File: src/rtl/pipe_pkg.sv
// rtl/pipe_pkg.sv - shared constants for the pipeline hazard controller
// Purpose: forward-select encodings, the "operand not used" Tuse value and
// the default multiply/divide busy lengths shared by RTL and its users.
package pipe_pkg;

    // D-stage operand select
    localparam logic [1:0] FWD_RF = 2'd0;
    localparam logic [1:0] FWD_E  = 2'd1;
    localparam logic [1:0] FWD_M  = 2'd2;
    localparam logic [1:0] FWD_W  = 2'd3;

    // E-stage operand select
    localparam logic [1:0] FWDE_REG = 2'd0;
    localparam logic [1:0] FWDE_M   = 2'd1;
    localparam logic [1:0] FWDE_W   = 2'd2;

    // Tuse value meaning the operand is never read
    localparam logic [1:0] TUSE_NONE = 2'd3;

    localparam int DEF_MULT_CYC = 5;
    localparam int DEF_DIV_CYC  = 10;

endpackage

File: src/rtl/pipe_hazard_ctrl_if.sv
// rtl/pipe_hazard_ctrl_if.sv - pipeline <-> hazard controller signal bundle
// Purpose: groups the stage register numbers, Tuse/Tnew, MDU start and the
// controller's enables, bubble clear, forward selects and stall counter.
// Modports:
//   master - pipeline side: drives stage info, receives control
//   slave  - hazard controller: receives stage info, drives control
interface pipe_hazard_ctrl_if;

    logic [4:0]  D_rs;
    logic [4:0]  D_rt;
    logic [1:0]  D_tuse_rs;
    logic [1:0]  D_tuse_rt;
    logic        D_is_md;
    logic [4:0]  E_rs;
    logic [4:0]  E_rt;
    logic [4:0]  E_a3;
    logic [4:0]  M_a3;
    logic [4:0]  W_a3;
    logic [1:0]  E_tnew;
    logic [1:0]  M_tnew;
    logic        E_md_start;
    logic        E_md_div;

    logic        pc_en;
    logic        fd_en;
    logic        de_clr;
    logic        md_busy;
    logic [1:0]  fwd_d_rs;
    logic [1:0]  fwd_d_rt;
    logic [1:0]  fwd_e_rs;
    logic [1:0]  fwd_e_rt;
    logic [31:0] stall_cycles;

    modport master (
        output D_rs, D_rt, D_tuse_rs, D_tuse_rt, D_is_md,
        output E_rs, E_rt, E_a3, M_a3, W_a3, E_tnew, M_tnew,
        output E_md_start, E_md_div,
        input  pc_en, fd_en, de_clr, md_busy,
        input  fwd_d_rs, fwd_d_rt, fwd_e_rs, fwd_e_rt, stall_cycles
    );

    modport slave (
        input  D_rs, D_rt, D_tuse_rs, D_tuse_rt, D_is_md,
        input  E_rs, E_rt, E_a3, M_a3, W_a3, E_tnew, M_tnew,
        input  E_md_start, E_md_div,
        output pc_en, fd_en, de_clr, md_busy,
        output fwd_d_rs, fwd_d_rt, fwd_e_rs, fwd_e_rt, stall_cycles
    );

endinterface

File: src/rtl/pipe_hazard_ctrl_md_busy_cnt.sv
// rtl/pipe_hazard_ctrl_md_busy_cnt.sv - multiply/divide busy counter
// Purpose: counts the E-stage busy cycles of a mult/div and flags the MDU busy.
// Ports:
//   clk, reset  - clock, synchronous active-high reset
//   i_start     - mult/multu/div/divu in E this cycle
//   i_div       - with i_start: 1 = div class, 0 = mult class
//   o_busy      - start this cycle or cycles still outstanding
module md_busy_cnt
    import pipe_pkg::*;
#(
    parameter int MULT_CYC = DEF_MULT_CYC,
    parameter int DIV_CYC  = DEF_DIV_CYC,
    parameter int CNT_W    = 4
) (
    input  logic clk,
    input  logic reset,
    input  logic i_start,
    input  logic i_div,
    output logic o_busy
);

    localparam logic [CNT_W-1:0] CNT_ONE = CNT_W'(1);

    logic [CNT_W-1:0] r_cnt;
    logic [CNT_W-1:0] w_load_val;

    always_comb begin
        w_load_val = i_div ? CNT_W'(DIV_CYC) : CNT_W'(MULT_CYC);
    end

    // A start while still counting reloads; reset beats a same-cycle start.
    always_ff @(posedge clk) begin
        if (reset) begin
            r_cnt <= '0;
        end else if (i_start) begin
            r_cnt <= w_load_val;
        end else if (r_cnt != '0) begin
            r_cnt <= r_cnt - CNT_ONE;
        end
    end

    // The start cycle itself is busy so a HI/LO reader right behind it waits.
    assign o_busy = i_start | (r_cnt != '0);

endmodule

File: src/rtl/pipe_hazard_ctrl.sv
// rtl/pipe_hazard_ctrl.sv - five-stage pipeline hazard and forwarding control
// Purpose: compares D sources (with Tuse) against E/M/W destinations (with
// Tnew), stalls F/D and bubbles D/E on unresolved hazards or a busy MDU,
// chooses operand forwarding for D and E, and counts stalled cycles.
// Ports:
//   clk, reset - clock, synchronous active-high reset
//   hz         - pipe_hazard_ctrl_if.slave: stage info in, control out
module pipe_hazard_ctrl
    import pipe_pkg::*;
#(
    parameter int MULT_CYC = DEF_MULT_CYC,
    parameter int DIV_CYC  = DEF_DIV_CYC,
    parameter int CNT_W    = 4
) (
    input  logic                clk,
    input  logic                reset,
    pipe_hazard_ctrl_if.slave   hz
);

    logic        w_md_busy;
    logic        w_stall_rs;
    logic        w_stall_rt;
    logic        w_md_stall;
    logic        w_stall;
    logic [1:0]  w_fwd_d_rs;
    logic [1:0]  w_fwd_d_rt;
    logic [1:0]  w_fwd_e_rs;
    logic [1:0]  w_fwd_e_rt;
    logic [31:0] r_stall_cycles;

    // Operand must wait if a producer in E or M is not ready by the time D
    // needs it. Register 0 and unused operands never wait.
    function automatic logic data_stall(
        input logic [4:0] src,
        input logic [1:0] tuse,
        input logic [4:0] e_a3,
        input logic [1:0] e_tnew,
        input logic [4:0] m_a3,
        input logic [1:0] m_tnew
    );
        logic hit;
        hit = 1'b0;
        if (src != 5'd0 && tuse != TUSE_NONE) begin
            hit = (src == e_a3 && e_tnew > tuse) ||
                  (src == m_a3 && m_tnew > tuse);
        end
        return hit;
    endfunction

    // Nearest stage holding a ready result wins; a not-yet-ready producer is
    // skipped since the stall logic already holds D in that case.
    function automatic logic [1:0] fwd_d_sel(
        input logic [4:0] src,
        input logic [4:0] e_a3,
        input logic [1:0] e_tnew,
        input logic [4:0] m_a3,
        input logic [1:0] m_tnew,
        input logic [4:0] w_a3
    );
        logic [1:0] sel;
        sel = FWD_RF;
        if (src != 5'd0) begin
            if (src == e_a3 && e_tnew == 2'd0) begin
                sel = FWD_E;
            end else if (src == m_a3 && m_tnew == 2'd0) begin
                sel = FWD_M;
            end else if (src == w_a3) begin
                sel = FWD_W;
            end
        end
        return sel;
    endfunction

    function automatic logic [1:0] fwd_e_sel(
        input logic [4:0] src,
        input logic [4:0] m_a3,
        input logic [1:0] m_tnew,
        input logic [4:0] w_a3
    );
        logic [1:0] sel;
        sel = FWDE_REG;
        if (src != 5'd0) begin
            if (src == m_a3 && m_tnew == 2'd0) begin
                sel = FWDE_M;
            end else if (src == w_a3) begin
                sel = FWDE_W;
            end
        end
        return sel;
    endfunction

    md_busy_cnt #(
        .MULT_CYC (MULT_CYC),
        .DIV_CYC  (DIV_CYC),
        .CNT_W    (CNT_W)
    ) u_md_busy_cnt (
        .clk     (clk),
        .reset   (reset),
        .i_start (hz.E_md_start),
        .i_div   (hz.E_md_div),
        .o_busy  (w_md_busy)
    );

    always_comb begin
        w_stall_rs = data_stall(hz.D_rs, hz.D_tuse_rs, hz.E_a3, hz.E_tnew,
                                hz.M_a3, hz.M_tnew);
        w_stall_rt = data_stall(hz.D_rt, hz.D_tuse_rt, hz.E_a3, hz.E_tnew,
                                hz.M_a3, hz.M_tnew);
        w_md_stall = hz.D_is_md & w_md_busy;
        w_stall    = w_stall_rs | w_stall_rt | w_md_stall;
    end

    always_comb begin
        w_fwd_d_rs = fwd_d_sel(hz.D_rs, hz.E_a3, hz.E_tnew, hz.M_a3,
                               hz.M_tnew, hz.W_a3);
        w_fwd_d_rt = fwd_d_sel(hz.D_rt, hz.E_a3, hz.E_tnew, hz.M_a3,
                               hz.M_tnew, hz.W_a3);
        w_fwd_e_rs = fwd_e_sel(hz.E_rs, hz.M_a3, hz.M_tnew, hz.W_a3);
        w_fwd_e_rt = fwd_e_sel(hz.E_rt, hz.M_a3, hz.M_tnew, hz.W_a3);
    end

    // Data and MD stalls in the same cycle count once.
    always_ff @(posedge clk) begin
        if (reset) begin
            r_stall_cycles <= 32'd0;
        end else if (w_stall) begin
            r_stall_cycles <= r_stall_cycles + 32'd1;
        end
    end

    assign hz.pc_en        = ~w_stall;
    assign hz.fd_en        = ~w_stall;
    assign hz.de_clr       = w_stall;
    assign hz.md_busy      = w_md_busy;
    assign hz.fwd_d_rs     = w_fwd_d_rs;
    assign hz.fwd_d_rt     = w_fwd_d_rt;
    assign hz.fwd_e_rs     = w_fwd_e_rs;
    assign hz.fwd_e_rt     = w_fwd_e_rt;
    assign hz.stall_cycles = r_stall_cycles;

endmodule
File: src/flat_wrapper.sv
// flat-port wrapper written by rule: the top's interface ports become plain ports
module pipe_hazard_ctrl_flat import pipe_pkg::*;
#(
    parameter int MULT_CYC = DEF_MULT_CYC,
    parameter int DIV_CYC  = DEF_DIV_CYC,
    parameter int CNT_W    = 4
)
  (clk, reset, hz_D_rs, hz_D_rt, hz_D_tuse_rs, hz_D_tuse_rt, hz_D_is_md, hz_E_rs, hz_E_rt, hz_E_a3, hz_M_a3, hz_W_a3, hz_E_tnew, hz_M_tnew, hz_E_md_start, hz_E_md_div, hz_pc_en, hz_fd_en, hz_de_clr, hz_md_busy, hz_fwd_d_rs, hz_fwd_d_rt, hz_fwd_e_rs, hz_fwd_e_rt, hz_stall_cycles);
  pipe_hazard_ctrl_if hz_i ();
  input  logic clk;
  input  logic reset;
  input wire logic [$bits(hz_i.D_rs)-1:0] hz_D_rs;
  input wire logic [$bits(hz_i.D_rt)-1:0] hz_D_rt;
  input wire logic [$bits(hz_i.D_tuse_rs)-1:0] hz_D_tuse_rs;
  input wire logic [$bits(hz_i.D_tuse_rt)-1:0] hz_D_tuse_rt;
  input wire logic [$bits(hz_i.D_is_md)-1:0] hz_D_is_md;
  input wire logic [$bits(hz_i.E_rs)-1:0] hz_E_rs;
  input wire logic [$bits(hz_i.E_rt)-1:0] hz_E_rt;
  input wire logic [$bits(hz_i.E_a3)-1:0] hz_E_a3;
  input wire logic [$bits(hz_i.M_a3)-1:0] hz_M_a3;
  input wire logic [$bits(hz_i.W_a3)-1:0] hz_W_a3;
  input wire logic [$bits(hz_i.E_tnew)-1:0] hz_E_tnew;
  input wire logic [$bits(hz_i.M_tnew)-1:0] hz_M_tnew;
  input wire logic [$bits(hz_i.E_md_start)-1:0] hz_E_md_start;
  input wire logic [$bits(hz_i.E_md_div)-1:0] hz_E_md_div;
  output wire logic [$bits(hz_i.pc_en)-1:0] hz_pc_en;
  output wire logic [$bits(hz_i.fd_en)-1:0] hz_fd_en;
  output wire logic [$bits(hz_i.de_clr)-1:0] hz_de_clr;
  output wire logic [$bits(hz_i.md_busy)-1:0] hz_md_busy;
  output wire logic [$bits(hz_i.fwd_d_rs)-1:0] hz_fwd_d_rs;
  output wire logic [$bits(hz_i.fwd_d_rt)-1:0] hz_fwd_d_rt;
  output wire logic [$bits(hz_i.fwd_e_rs)-1:0] hz_fwd_e_rs;
  output wire logic [$bits(hz_i.fwd_e_rt)-1:0] hz_fwd_e_rt;
  output wire logic [$bits(hz_i.stall_cycles)-1:0] hz_stall_cycles;
  assign hz_i.D_rs = hz_D_rs;
  assign hz_i.D_rt = hz_D_rt;
  assign hz_i.D_tuse_rs = hz_D_tuse_rs;
  assign hz_i.D_tuse_rt = hz_D_tuse_rt;
  assign hz_i.D_is_md = hz_D_is_md;
  assign hz_i.E_rs = hz_E_rs;
  assign hz_i.E_rt = hz_E_rt;
  assign hz_i.E_a3 = hz_E_a3;
  assign hz_i.M_a3 = hz_M_a3;
  assign hz_i.W_a3 = hz_W_a3;
  assign hz_i.E_tnew = hz_E_tnew;
  assign hz_i.M_tnew = hz_M_tnew;
  assign hz_i.E_md_start = hz_E_md_start;
  assign hz_i.E_md_div = hz_E_md_div;
  assign hz_pc_en = hz_i.pc_en;
  assign hz_fd_en = hz_i.fd_en;
  assign hz_de_clr = hz_i.de_clr;
  assign hz_md_busy = hz_i.md_busy;
  assign hz_fwd_d_rs = hz_i.fwd_d_rs;
  assign hz_fwd_d_rt = hz_i.fwd_d_rt;
  assign hz_fwd_e_rs = hz_i.fwd_e_rs;
  assign hz_fwd_e_rt = hz_i.fwd_e_rt;
  assign hz_stall_cycles = hz_i.stall_cycles;
  pipe_hazard_ctrl #(.MULT_CYC(MULT_CYC), .DIV_CYC(DIV_CYC), .CNT_W(CNT_W)) u_core (.clk(clk), .reset(reset), .hz(hz_i));
endmodule
File: config.mk
export PLATFORM = sky130hd
export DESIGN_NAME = pipe_hazard_ctrl_flat
export DESIGN_NICKNAME = d
export VERILOG_FILES = /design/src/rtl/pipe_pkg.sv /design/src/rtl/pipe_hazard_ctrl_if.sv /design/src/rtl/pipe_hazard_ctrl_md_busy_cnt.sv /design/src/rtl/pipe_hazard_ctrl.sv /design/src/flat_wrapper.sv
export SDC_FILE = /design/constraint.sdc
export NUM_CORES = 1
export LEC_CHECK = 0
export BUFFER_PORTS_ARGS = -buffer_cell sky130_fd_sc_hd__buf_4
export CAP_MARGIN = 25
export CORE_MARGIN = 4
export CORE_UTILIZATION = 57
export CTS_CLUSTER_DIAMETER = 50
export DETAILED_ROUTE_END_ITERATION = 8
export PLACE_DENSITY_LB_ADDON = 0.12
export SYNTH_ARGS = -nofsm -noshare
export SYNTH_HDL_FRONTEND = slang
export SYNTH_SLANG_ARGS = --single-unit
File: constraint.sdc
create_clock -name clk -period 3.2 [get_ports clk]
set_input_delay 0.16 -clock clk [delete_from_list [all_inputs] [get_ports clk]]
set_output_delay 0.16 -clock clk [all_outputs]
set_load 0.05 [all_outputs]
### Word-level counts from Yosys, hierarchy flattened

Cells that the tools add are included.

* add/subtract/negate cells: 2
* multiply operators: 0
* divide/modulo/power cells: 0
* order comparisons: 4
* eq/ne operators: 12
* shifts and indexed selects: 0
* mux-type cells: 19
* bitwise logic cells: 5
* reductions and logical operators: 22

Operator list (count)
* $eq A5 B5 Y1: 10
* $add A32 B1 Y32 const B: 1
* $mux W2: 14
* $reduce_bool A5 Y1: 4
* $logic_and A1 B1 Y1: 12
* $mux W4: 3
* $gt A2 B2 Y1: 4
* $logic_not A2 Y1: 2
* $ne A2 B2 Y1 const B: 2
* $reduce_bool A4 Y1: 1
* $sub A4 B1 Y4 const B: 1
* $or A1 B1 Y1: 3
* $logic_or A1 B1 Y1: 2
* $mux W1: 2
* $reduce_bool A2 Y1: 1
* $and A1 B1 Y1: 1
* $not A1 Y1: 1

* register bits after elaboration: 36
* bits in latches: 0
* bits in writable memories: 0
* bits in read-only memories: 0
* output and inout port bits: 44
* memories: 0

### Longest topological paths before layout

Gate-level depths: netlist of run 1.

* depth after elaboration: 7
* mapped depth: 10

### By module

From an unflattened synthesis of run 1, not the netlist that was laid out.

* cells, all modules: 345
* area total of the unflattened synthesis: 2811.4 um^2

Modules (own cells, without submodules)
* pipe_hazard_ctrl: instances 1, cells an instance 321, area an instance 2585.0 um^2, sequential area each 640.6 um^2
* md_busy_cnt: instances 1, cells an instance 24, area an instance 226.5 um^2, sequential area each 80.1 um^2

### Least setup slack after synthesis of run 1

No wires, ideal clock.

* path type: input port to output port
* start point: in hz_D_rs[1]
* end point: out hz_de_clr
* arrival time: 2493 ps
* data required time: 3040 ps
* path slack: 547 ps
* stages: 6
* path buffers: 0
* path through: or4_4 > o21ai_2 > a211oi_1 > a221o_1 > nor2_1 > inv_1

* cells in the longest elaborated chain, start to end: 6
* elaborated cells between the ends (all ways): 10
* classes of those cells: eq/ne: 2; mux: 1; bitwise: 2; reduce/logical: 5

RTL lines
* start: declaration: RTL line flat_wrapper.sv:12 `input wire logic [$bits(hz_i.D_rs)-1:0] hz_D_rs;`
* $eq A5 B5 Y1, on equally long branches: RTL line pipe_hazard_ctrl.sv:44, pipe_hazard_ctrl.sv:45
* $logic_and A1 B1 Y1, on equally long branches: RTL line pipe_hazard_ctrl.sv:44, pipe_hazard_ctrl.sv:45
* $logic_or A1 B1 Y1: RTL line pipe_hazard_ctrl.sv:44 `hit = (src == e_a3 && e_tnew > tuse) ||`
* $mux W1 *: RTL line pipe_hazard_ctrl.sv:43 `if (src != 5'd0 && tuse != TUSE_NONE) begin`
* $or A1 B1 Y1 * (2 in series): RTL line pipe_hazard_ctrl.sv:110 `w_stall = w_stall_rs | w_stall_rt | w_md_stall;`
* end: declaration: RTL line flat_wrapper.sv:28 `output wire logic [$bits(hz_i.de_clr)-1:0] hz_de_clr;`

Every way passes the cells marked *; elsewhere a longest branch is shown, timed or not.

### Worst setup path in the final report of run 1

* start point: reg u_core.u_md_busy_cnt.r_cnt[0]
* end point: out hz_de_clr

* cells in the longest elaborated chain, start to end: 4

RTL lines
* start: declaration: RTL line pipe_hazard_ctrl_md_busy_cnt.sv:24 `logic [CNT_W-1:0] r_cnt;`
* start signal: assignment: RTL line pipe_hazard_ctrl_md_busy_cnt.sv:36 `r_cnt <= w_load_val;`
* start signal: assignment: RTL line pipe_hazard_ctrl_md_busy_cnt.sv:38 `r_cnt <= r_cnt - CNT_ONE;`
* $reduce_bool A4 Y1: RTL line pipe_hazard_ctrl_md_busy_cnt.sv:43 `assign o_busy = i_start | (r_cnt != '0);`
* $or A1 B1 Y1: RTL line pipe_hazard_ctrl_md_busy_cnt.sv:43
* $and A1 B1 Y1: RTL line pipe_hazard_ctrl.sv:109 `w_md_stall = hz.D_is_md & w_md_busy;`
* $or A1 B1 Y1: RTL line pipe_hazard_ctrl.sv:110

No other way between the ends.

==> results of run 1 <==
[per-layer routing]
| metal | track usage | part of all wire | up-vias |
|---|---|---|---|
| li1 | - | - | 1515 |
| met1 | 0.2990 | 0.43 | 1422 |
| met2 | 0.4251 | 0.49 | 96 |
| met3 | 0.03769 | 0.054 | 15 |
| met4 | 0.08108 | 0.020 | 0 |
| met5 | 0 | 0 | - |
[Yosys cell counts]
library cell	count
clkbuf_1	11
a221o_1	1
a21oi_1	31
and3_1	5
and2_1	4
inv_1	11
nand4_1	11
nor3_1	12
o21a_1	4
buf_1	2
xnor2_1	30
xor2_1	20
a22oi_1	1
or4_4	1
buf_8	1
nor2_1	47
nand2_1	25
a21oi_2	8
and2_0	1
a211oi_1	4
nor4_1	3
buf_4	2
a221oi_2	1
dfxtp_1	36
a31oi_1	1
nand3_1	19
o21ai_0	7
o21ai_1	1
mux2_4	8
nor4b_1	1
buf_2	3
ha_1	11
or4_1	2
a21boi_0	1
o21ai_2	1
and4_1	3
nor3_2	1
nand2b_1	3
or2_2	1
a221oi_1	2
nor2b_1	31
mux2_2	22
[cell usage in the layout (no fill, tap or decap), types with 4 or more instances in the layout]
cell	n
o21ai_0	7
and3_1	5
o21a_1	4
ha_1	11
mux2_4	8
nand4_1	11
nor2_1	47
a21oi_2	8
and2_1	4
nor2b_1	31
buf_4	96
xor2_1	20
nand3_1	19
a211oi_1	4
nand2_1	25
dfxtp_1	36
clkbuf_8	5
nor3_1	12
xnor2_1	30
inv_1	11
a21oi_1	31
mux2_2	22
[worst max-delay path, cell delays in order (launching register included)]
cell and delay (ns):
dfxtp_1 0.34, inv_1 0.08, ha_1 0.16, nand2_1 0.12
o21a_1 0.25, a221o_1 0.35, nor2_1 0.22, inv_1 0.06
buf_4 0.19
[flip-flops by register name, indices dropped and copies added, names as in the netlist]
signal and count:
u_core.u_md_busy_cnt.r_cnt 4, u_core.hz.stall_cycles 32
[per-stage QoR]
step	cells	total power, uW	hold slack, ns	cell area (um^2)	setup WS (ns)
global placement	537	806.5	0.4139	3792	0.9246
floorplan	390	696.7	0.3006	3063	0.5469
global route	545	1191	0.1582	3880	0.7856
CTS	545	1140	0.1079	3880	0.9545
detailed placement	537	816.5	0.4179	3792	0.8999
finish	545	1128	0.1219	3880	0.9814
[power breakdown]
part | leakage, uW | internal (uW) | switching (uW)
Combinational | 0.00132 | 140 | 201
Sequential | 0.000291 | 457 | 9.56
Clock | 0.0000479 | 152 | 170
[cells by family after synthesis]
family	count (synthesis)	synth area share
XOR/XNOR	50	0.1430
adder cells (fa/ha/maj)	11	0.04493
AND/OR/NAND/NOR	170	0.2827
multiplexers	30	0.1201
AO/OA/AOI/OAI	63	0.1299
flip-flops	36	0.2353
buffers and inverters	30	0.04411
[worst paths after layout]
path	endpoint	cells after the start
setup reg to reg	u_core.hz.stall_cycles[7]	8
hold / removal	u_core.u_md_busy_cnt.r_cnt[1]	3
setup / recovery	hz_de_clr	8
hold reg to reg	u_core.hz.stall_cycles[1]	2
[final cells by class]
class | instances | area (um^2)
inverters | 11 | 41.29
fillers | 423 | 1292
flip-flops and latches | 36 | 720.7
repair buffers | 96 | 720.7
multi-input cells | 324 | 2222
clock inverters | 3 | 18.77
clock buffers | 5 | 68.82
well taps | 70 | 87.58
==> metrics, run 1 <==
outcome finished clean; cell taking the most area after synthesis dfxtp_1; ANT nets after route 0; Synth Instances 390; CP Launch Point u_core.u_md_busy_cnt.r_cnt[0]; highest clock rate 450.7 MHz; max capacitance violation total 0; synthesis-to-layout area growth 26.67%; clock transition at the registers of the reported paths 0.07 ns; total number of vias 3,048; Die Area 6611 um^2; Crit Path Max Fanout 6; startpoint types flop; starting density of the core 0.5922; Power per Cell Area 290.8 nW/um^2; average detailed-routed wire length per instance 13.98 um; critical path class reg2out; Seq cells post-synth 36; Area contributors post-synth dfxtp_1, xnor2_1, mux2_2; Total Routing Usage GR 0.2422; first drt pass iteration count 4; Clock Skews 0.01336 ns; global-route wire length before repair 12,870 um; maximum clock insertion buffer count 2; clock tree from TritonCTS built; hold buffer count at cts 0; min-delay src hz_E_md_div; net count after synthesis 449; Total Routed Length 7619 um; clock latency reported for the late side of the worst-skew pair around 0.29 ns; sequential area share after synthesis 0.2353; critical path data arrival time 2.06 ns; period utilisation layout 0.6933; DRC errors left 0; number of clock sinks seen by CTS 36; half-perimeter wire length after placement roughly 5900 um; number of synthesis warnings 0; number of design-rule violations left by the first detailed-router iteration 176; number of distinct standard cells referenced by the synthesized netlist 42; internal reg-to-reg setup slack 1.16 ns; unrepaired setup endpoints after global routing false; cell chosen for the clock root clkbuf_8; total CTS buffers 5; average via count per standard cell between 5 and 6; H-tree level count 2; Die Y-Extent 81.31 um; Total Neg Setup Slack 0 ns; origin of the critical flop-to-flop path u_core.u_md_busy_cnt.r_cnt[0]; VDD IR-drop max around 170 uV; Final setup viols 0; path category of the worst min-delay check in2reg; leakage power total 0.001655 uW; Final Hold Viols 0; post-CTS setup buffer count 0; Relative slew margins 0.5923; buffers added on ports 91; mean instance size in the synthesized netlist roughly 7.9 um^2; Yosys top cell area share 0.2353; share of final-layout standard cells stronger than drive strength 1 0.3116; initial antenna violation count 0; largest net degree at the start of global routing 67; post-layout net count ~530; row count 26; Placeable Area 5172 um^2; residual overflow from global routing 0; Least-Margin Pin Slew 0.6069 ns; final critical delay including setup and external delays 2.219 ns; fraction of the core area covered by cells at the end of the flow 0.7501; Resized cells post-CTS 0; number of slew-limit violations in the final report 0; required arrival time at the worst endpoint 3.04 ns; width of the die around 81 um; vias in the first global route 2,951; final weighted congestion in routability-driven placement approximately 0.90; endpoint type of the worst setup path output port; IO Pins slightly above 90; antenna cell count 0; netlist area before placement roughly 3000 um^2
Power figures use the tool's default switching activity.
==> inputs of run 2 (changes only) <==
CORE_UTILIZATION = 53   (was 57)
clock period = 2.1 ns   (was 3.2 ns; I/O delays follow)
==> run 2 against run 1 <==
Net effect: die area grew 6.8%; sequential share of layout area down 0.41 points; routed wire length up 6.1%; clock-buffer cell count is 1 higher; critical path depth increased by 1; sequential power rose by 53%; clock power increased by 63%; critical endpoint unchanged; highest routed layer unchanged.
==> metrics, run 2 (synthesis results as in run 1) <==
outcome finished clean; width of the die 84.02 um (+3.3%); Worst path most repeated cell buf_4; ANT nets after route 0 (unchanged); crit path cell chain buf_4 > or4_4 > o21ai_4 > a211oi_1 > a221o_1 > buf_4 > nor2_4 > inv_1 > buf_6; hold buffer count at cts 0 (unchanged); number of design-rule violations left by the first detailed-router iteration 119 (-32%); required arrival time at the worst endpoint 2.00 ns (-1.04 ns); min-delay src hz_E_md_div; VDD IR-drop max 317.2 uV (+81%); share of final-layout standard cells stronger than drive strength 1 0.3704 (+0.05879); critical path class in2out; Final setup viols 0 (unchanged); flip-flop count of the largest register after layout 32 (unchanged); count of buffering cells on the critical path with inverters included 4 (+1); critical path data arrival time 1.91 ns (-0.15 ns); number of clock sinks seen by CTS 36 (unchanged); top cell family by delay on the critical path simple AND/OR/NAND/NOR gates; number of slew-limit violations in the final report 0 (unchanged); endpoint type of the worst setup path output port; Total Routing Usage GR 0.2259 (-0.01627); average via count per standard cell 5.473 (-2.1%); Worst Slack Setup Final 0.08768 ns (-0.8937 ns); synthesis-to-layout area growth 32.88%; path category of the worst min-delay check in2reg; highest clock rate 496.9 MHz; residual overflow from global routing 0 (unchanged); number of placed instances, taps included 548 (+2.0%); total number of vias 3,054 (+0.20%); max capacitance violation total 0 (unchanged); Relative slew margins 0.5973 (+0.005013); Endpoint, Worst Hold u_core.u_md_busy_cnt.r_cnt[1]; largest net degree at the start of global routing 67 (unchanged); first drt pass iteration count 4 (unchanged); worst hold slack 0.06396 ns (-0.05791 ns); Die Area 7059 um^2 (+6.8%); clock tree from TritonCTS built; non-filler cells, final 558 (+2.4%); Die Y-Extent 84.02 um (+3.3%); Placeable Area 5540 um^2 (+7.1%); antenna cell count 0 (unchanged); final critical delay including setup and external delays 2.012 ns; starting density of the core 0.5528 (-0.03932); unrepaired setup endpoints after global routing true; global-route wire length before repair 13,400 um (+4.1%); clock latency reported for the late side of the worst-skew pair 0.29 ns (about the same); internal reg-to-reg setup slack 0.12 ns (-1.04 ns); origin of the critical flop-to-flop path u_core.hz.stall_cycles[6]; endpoint of the worst register-to-register path u_core.hz.stall_cycles[31]; IO Pins 92 (unchanged); initial antenna violation count 0 (unchanged); period utilisation layout 0.9582; largest stage delay on the critical path 0.55 ns (+0.20 ns); row count 27 (+3.8%); Fill cells 468 (+11%); half-perimeter wire length after placement 6151 um (+4.9%); top library cells by usage in the layout, fill and taps aside buf_4, nor2_1, nor2b_1, a21oi_1, xnor2_1; clock transition at the registers of the reported paths 0.07 ns (about the same); Power per Cell Area 444.0 nW/um^2 (+53%); H-tree level count 2 (unchanged); DRC errors left 0 (unchanged); Setup WS pre-CTS -0.04618 ns (-0.9461 ns); maximum clock insertion buffer count 2 (unchanged); post-layout net count 544 (+2.1%); buffers added on ports 91 (unchanged); average detailed-routed wire length per instance 14.49 um (+3.6%); Clock Skews 0.003248 ns (-0.01012 ns); leakage power total 0.001759 uW (+6.3%); instance count along the most critical hold path 3 (unchanged); startpoint types input pin; depth of the worst register-to-register path 6 (-2); total CTS buffers 5 (unchanged); Total Neg Setup Slack 0 ns (unchanged); final weighted congestion in routability-driven placement 0.9099 (+0.93%); cell chosen for the clock root clkbuf_8; Critical Path Slowest Stage Cell or4_4; Total Routed Length 8084 um (+6.1%); Least-Margin Pin Slew 0.6040 ns (-0.002850 ns); vias in the first global route 2,970 (+0.64%); most common cell after layout, fill and taps aside buf_4; Final Hold Viols 0 (unchanged); Crit Path Max Fanout 3 (-3)
run 2: power breakdown:
part           switching, uW  internal (uW)
registers               16.9            698
clock network            262            262
logic                    321            248
total                    600           1210
run 2: metrics by stage:
step           utilization  area, um^2  power (uW)
2_1_floorplan            -        3087        1065
3_3_place_gp        0.7060        3911        1250
3_5_place_dp        0.7060        3911        1268
4_1_cts             0.7258        4021        1799
5_1_grt             0.7346        4070        1912
6_report            0.7346        4070        1807
run 2: how the worst max path moves through the flow:
stage                                       start                         end  cells past startpoint
CTS                 u_core.u_md_busy_cnt.r_cnt[0]                   hz_de_clr                      9
detailed placement                     hz_D_rs[1]   u_core.hz.stall_cycles[2]                      7
global route        u_core.u_md_busy_cnt.r_cnt[0]                   hz_de_clr                      9
finish                                 hz_D_rs[1]                   hz_de_clr                      9
global placement                       hz_D_rs[1]   u_core.hz.stall_cycles[5]                      7
floorplan               u_core.hz.stall_cycles[0]  u_core.hz.stall_cycles[26]                      7
run 2: worst reg2reg max path, delay by kind of cell, from the launching register on:
| family | cells | cell delay (ns) |
|---|---|---|
| AO/OA/AOI/OAI | 1 | 0.17 |
| flip-flops | 1 | 0.40 |
| multiplexers | 1 | 0.34 |
| AND/OR/NAND/NOR | 4 | 0.96 |
run 2: area by class of cell:
cell class / instances / area [um^2] / area share
clock buffer: 6 / 82.58 / 0.02029
clock inverter: 2 / 10.01 / 0.002459
inverter: 11 / 41.29 / 0.01014
multi-input combinational: 324 / 2271 / 0.5579
sequential: 36 / 739.5 / 0.1817
tap: 72 / 90.09 / 0.02213
timing repair buffer: 107 / 835.8 / 0.2053
run 2: repair_timing:
| action | 4_1_cts | 5_1_grt |
|---|---|---|
| endpoints found under the hold margin | 0 | 0 |
| gates resized for setup | 1 | 13 |
| endpoints found under the setup margin | 3 | 33 |
| gates cloned | 0 | 0 |
| buffers inserted | 2 | 0 |
| pin swaps | 1 | 3 |
run 2: metal layers:
metal  routed length, um  GRT usage
met3                 430    0.05331
met2                4070     0.3996
met5                   0          0
met4                  83    0.05263
met1                3500     0.2746
==> inputs of run 3 (changes only) <==
==> constraint.sdc (replaced) <==
create_clock -name clk -period 2.1 [get_ports clk]
set_input_delay 0.63 -clock clk [delete_from_list [all_inputs] [get_ports clk]]
set_output_delay 0.63 -clock clk [all_outputs]
set_load 0.05 [all_outputs]
==> run 3 against run 2 <==
Net effect: the run now ends with negative setup slack left; worst setup slack lost 0.94 ns; routed wire length increased by 97%; power is 23% higher.
==> metrics, run 3 (synthesis results as in run 1) <==
final weighted congestion in routability-driven placement 0.8775 (-3.6%); total power consumption of the routed design 2224 uW (+23%); Die Area 7059 um^2 (unchanged); DRC errors left 0 (unchanged); number of slew-limit violations in the final report 0 (unchanged); top library cells by usage in the layout, fill and taps aside buf_4, nor2_1, dfxtp_1; non-filler cells, final 619 (+11%); Clock Skews 0.01440 ns (+0.01115 ns); count of buffering cells on the critical path with inverters included 5 (+1); number of placed instances, taps included 598 (+9.1%); Relative slew margins 0.5557 (-0.04157); unrepaired setup endpoints after global routing true; Die Y-Extent 84.02 um (unchanged); initial antenna violation count 0 (unchanged); Final setup viols 43 (+43); critical path data arrival time 2.32 ns (+0.41 ns); Critical Path Slowest Stage Cell ha_1; number of clock sinks seen by CTS 36 (unchanged); average detailed-routed wire length per instance 25.77 um (+78%); starting density of the core 0.5528 (unchanged); period utilisation layout 1.406 (+0.4480); max capacitance violation total 0 (unchanged); clock transition at the registers of the reported paths 0.09 ns (+0.02 ns); Power per Cell Area 415.4 nW/um^2 (-6.4%); highest clock rate 338.6 MHz (-32%); maximum clock insertion buffer count 2 (unchanged); Total Routed Length 15,950 um (+97%); global-route wire length before repair 17,220 um (+28%); endpoint type of the worst setup path output port; post-layout net count 605 (+11%); half-perimeter wire length after placement 6946 um (+13%); average via count per standard cell 6.800 (+24%); sequential cell area 725.7 um^2 (-1.9%); crit path cell chain buf_4 > inv_1 > ha_1 > nor2b_1 > o21ai_0 > nor4_1 > buf_4 > o21a_1 > nor2_4 > inv_1 > buf_6; required arrival time at the worst endpoint 1.47 ns (-0.53 ns); clock latency reported for the late side of the worst-skew pair 0.30 ns (about the same); clock tree from TritonCTS built; antenna cell count 0 (unchanged); buffers added on ports 91 (unchanged); top cell family by delay on the critical path buffers and inverters; residual overflow from global routing 0 (unchanged); share of final-layout standard cells stronger than drive strength 1 0.5448 (+0.1744); cell chosen for the clock root clkbuf_8; Least-Margin Pin Slew 0.6664 ns (+0.06235 ns); Placeable Area 5540 um^2 (unchanged); final critical delay including setup and external delays 2.953 ns (+0.9409 ns); Total Routing Usage GR 0.2913 (+0.06539); most common cell after layout, fill and taps aside buf_4; Fill cells 101 (-78%); violated checks negative setup slack; number of design-rule violations left by the first detailed-router iteration 548 (+360%); worst hold slack 0.5247 ns (+0.4607 ns); outcome complete, but fails checks; VDD IR-drop max 553.6 uV (+75%); footprint of the multi-input gates 2865 um^2 (+26%); largest net degree at the start of global routing 64 (-4.5%); flip-flop count of the largest register after layout 32 (unchanged); startpoint types input pin; vias in the first global route 3,779 (+27%); first drt pass iteration count 5 (+1); H-tree level count 2 (unchanged); row count 27 (unchanged); IO Pins 92 (unchanged); path category of the worst min-delay check reg2reg; synthesis-to-layout area growth 74.80%; total CTS buffers 5 (unchanged); Worst Slack Setup Final -0.8532 ns (-0.9409 ns); width of the die 84.02 um (unchanged); critical path class in2out; largest stage delay on the critical path 0.30 ns (-0.25 ns); Final Hold Viols 0 (unchanged); leakage power total 0.002244 uW (+28%); ANT nets after route 0 (unchanged); Crit Path Max Fanout 3 (unchanged); total number of vias 4,209 (+38%)
## run 3: metal layers
layer | GRT usage | share of wire | wire length [um] | vias to the layer above
met5 | 0 | 0 | 0 | -
met2 | 0.5323 | 0.47 | 7428 | 413
met4 | 0.1345 | 0.095 | 1519 | 0
li1 | - | - | - | 1662
met1 | 0.3176 | 0.34 | 5405 | 1965
met3 | 0.06022 | 0.10 | 1597 | 169
## run 3: worst min-delay path, cell delays in order, from the launching register on
cell	delay (ns)
dfxtp_2	0.37
nand3_4	0.07
a21oi_2	0.05
## run 3: final cells by class
cell class                      instances  share of cell area
Sequential cell                        36              0.1355
Multi-Input combinational cell        324              0.5352
Timing Repair Buffer                  168              0.2872
Inverter                               11            0.007712
Clock inverter                          1            0.001402
Tap cell                               72             0.01683
Clock buffer                            7             0.01613
## run 3: stage by stage
| step | setup WS (ns) | utilization | setup TNS [ns] | instance area [um^2] |
|---|---|---|---|---|
| CTS | -0.7149 | 0.8616 | -14.43 | 4773 |
| floorplan | -0.9332 | - | -10.93 | 3247 |
| detailed placement | -0.7931 | 0.7956 | -24.21 | 4408 |
| global route | -0.9194 | 0.9664 | -22.64 | 5354 |
| finish | -0.8532 | 0.9664 | -21.60 | 5354 |
| global placement | -0.7791 | 0.7956 | -23.38 | 4408 |
## run 3: worst paths after layout
path | startpoint | endpoint | slack [ns] | cells after the start
worst min-delay path | u_core.hz.stall_cycles[1] | u_core.hz.stall_cycles[1] | 0.52 | 2
worst max-delay path | hz_D_tuse_rt[1] | hz_de_clr | -0.85 | 11
worst min register to register | u_core.hz.stall_cycles[1] | u_core.hz.stall_cycles[1] | 0.52 | 2
worst max register to register | u_core.hz.stall_cycles[16] | u_core.hz.stall_cycles[31] | -0.16 | 6
## run 3: timing repair
| action | 4_1_cts | 5_1_grt |
|---|---|---|
| gates cloned | 2 | 1 |
| setup endpoints to repair | 44 | 44 |
| setup buffers | 4 | 9 |
| resized for setup | 48 | 108 |
| hold buffers | 0 | 0 |
| pin swaps | 23 | 39 |
## run 3: power breakdown
part	total, uW	internal [uW]	switching (uW)	leakage, uW
clock network	549	267	282	0.0000445
logic	960	430	530	0.00191
registers	715	697	18.1	0.000293
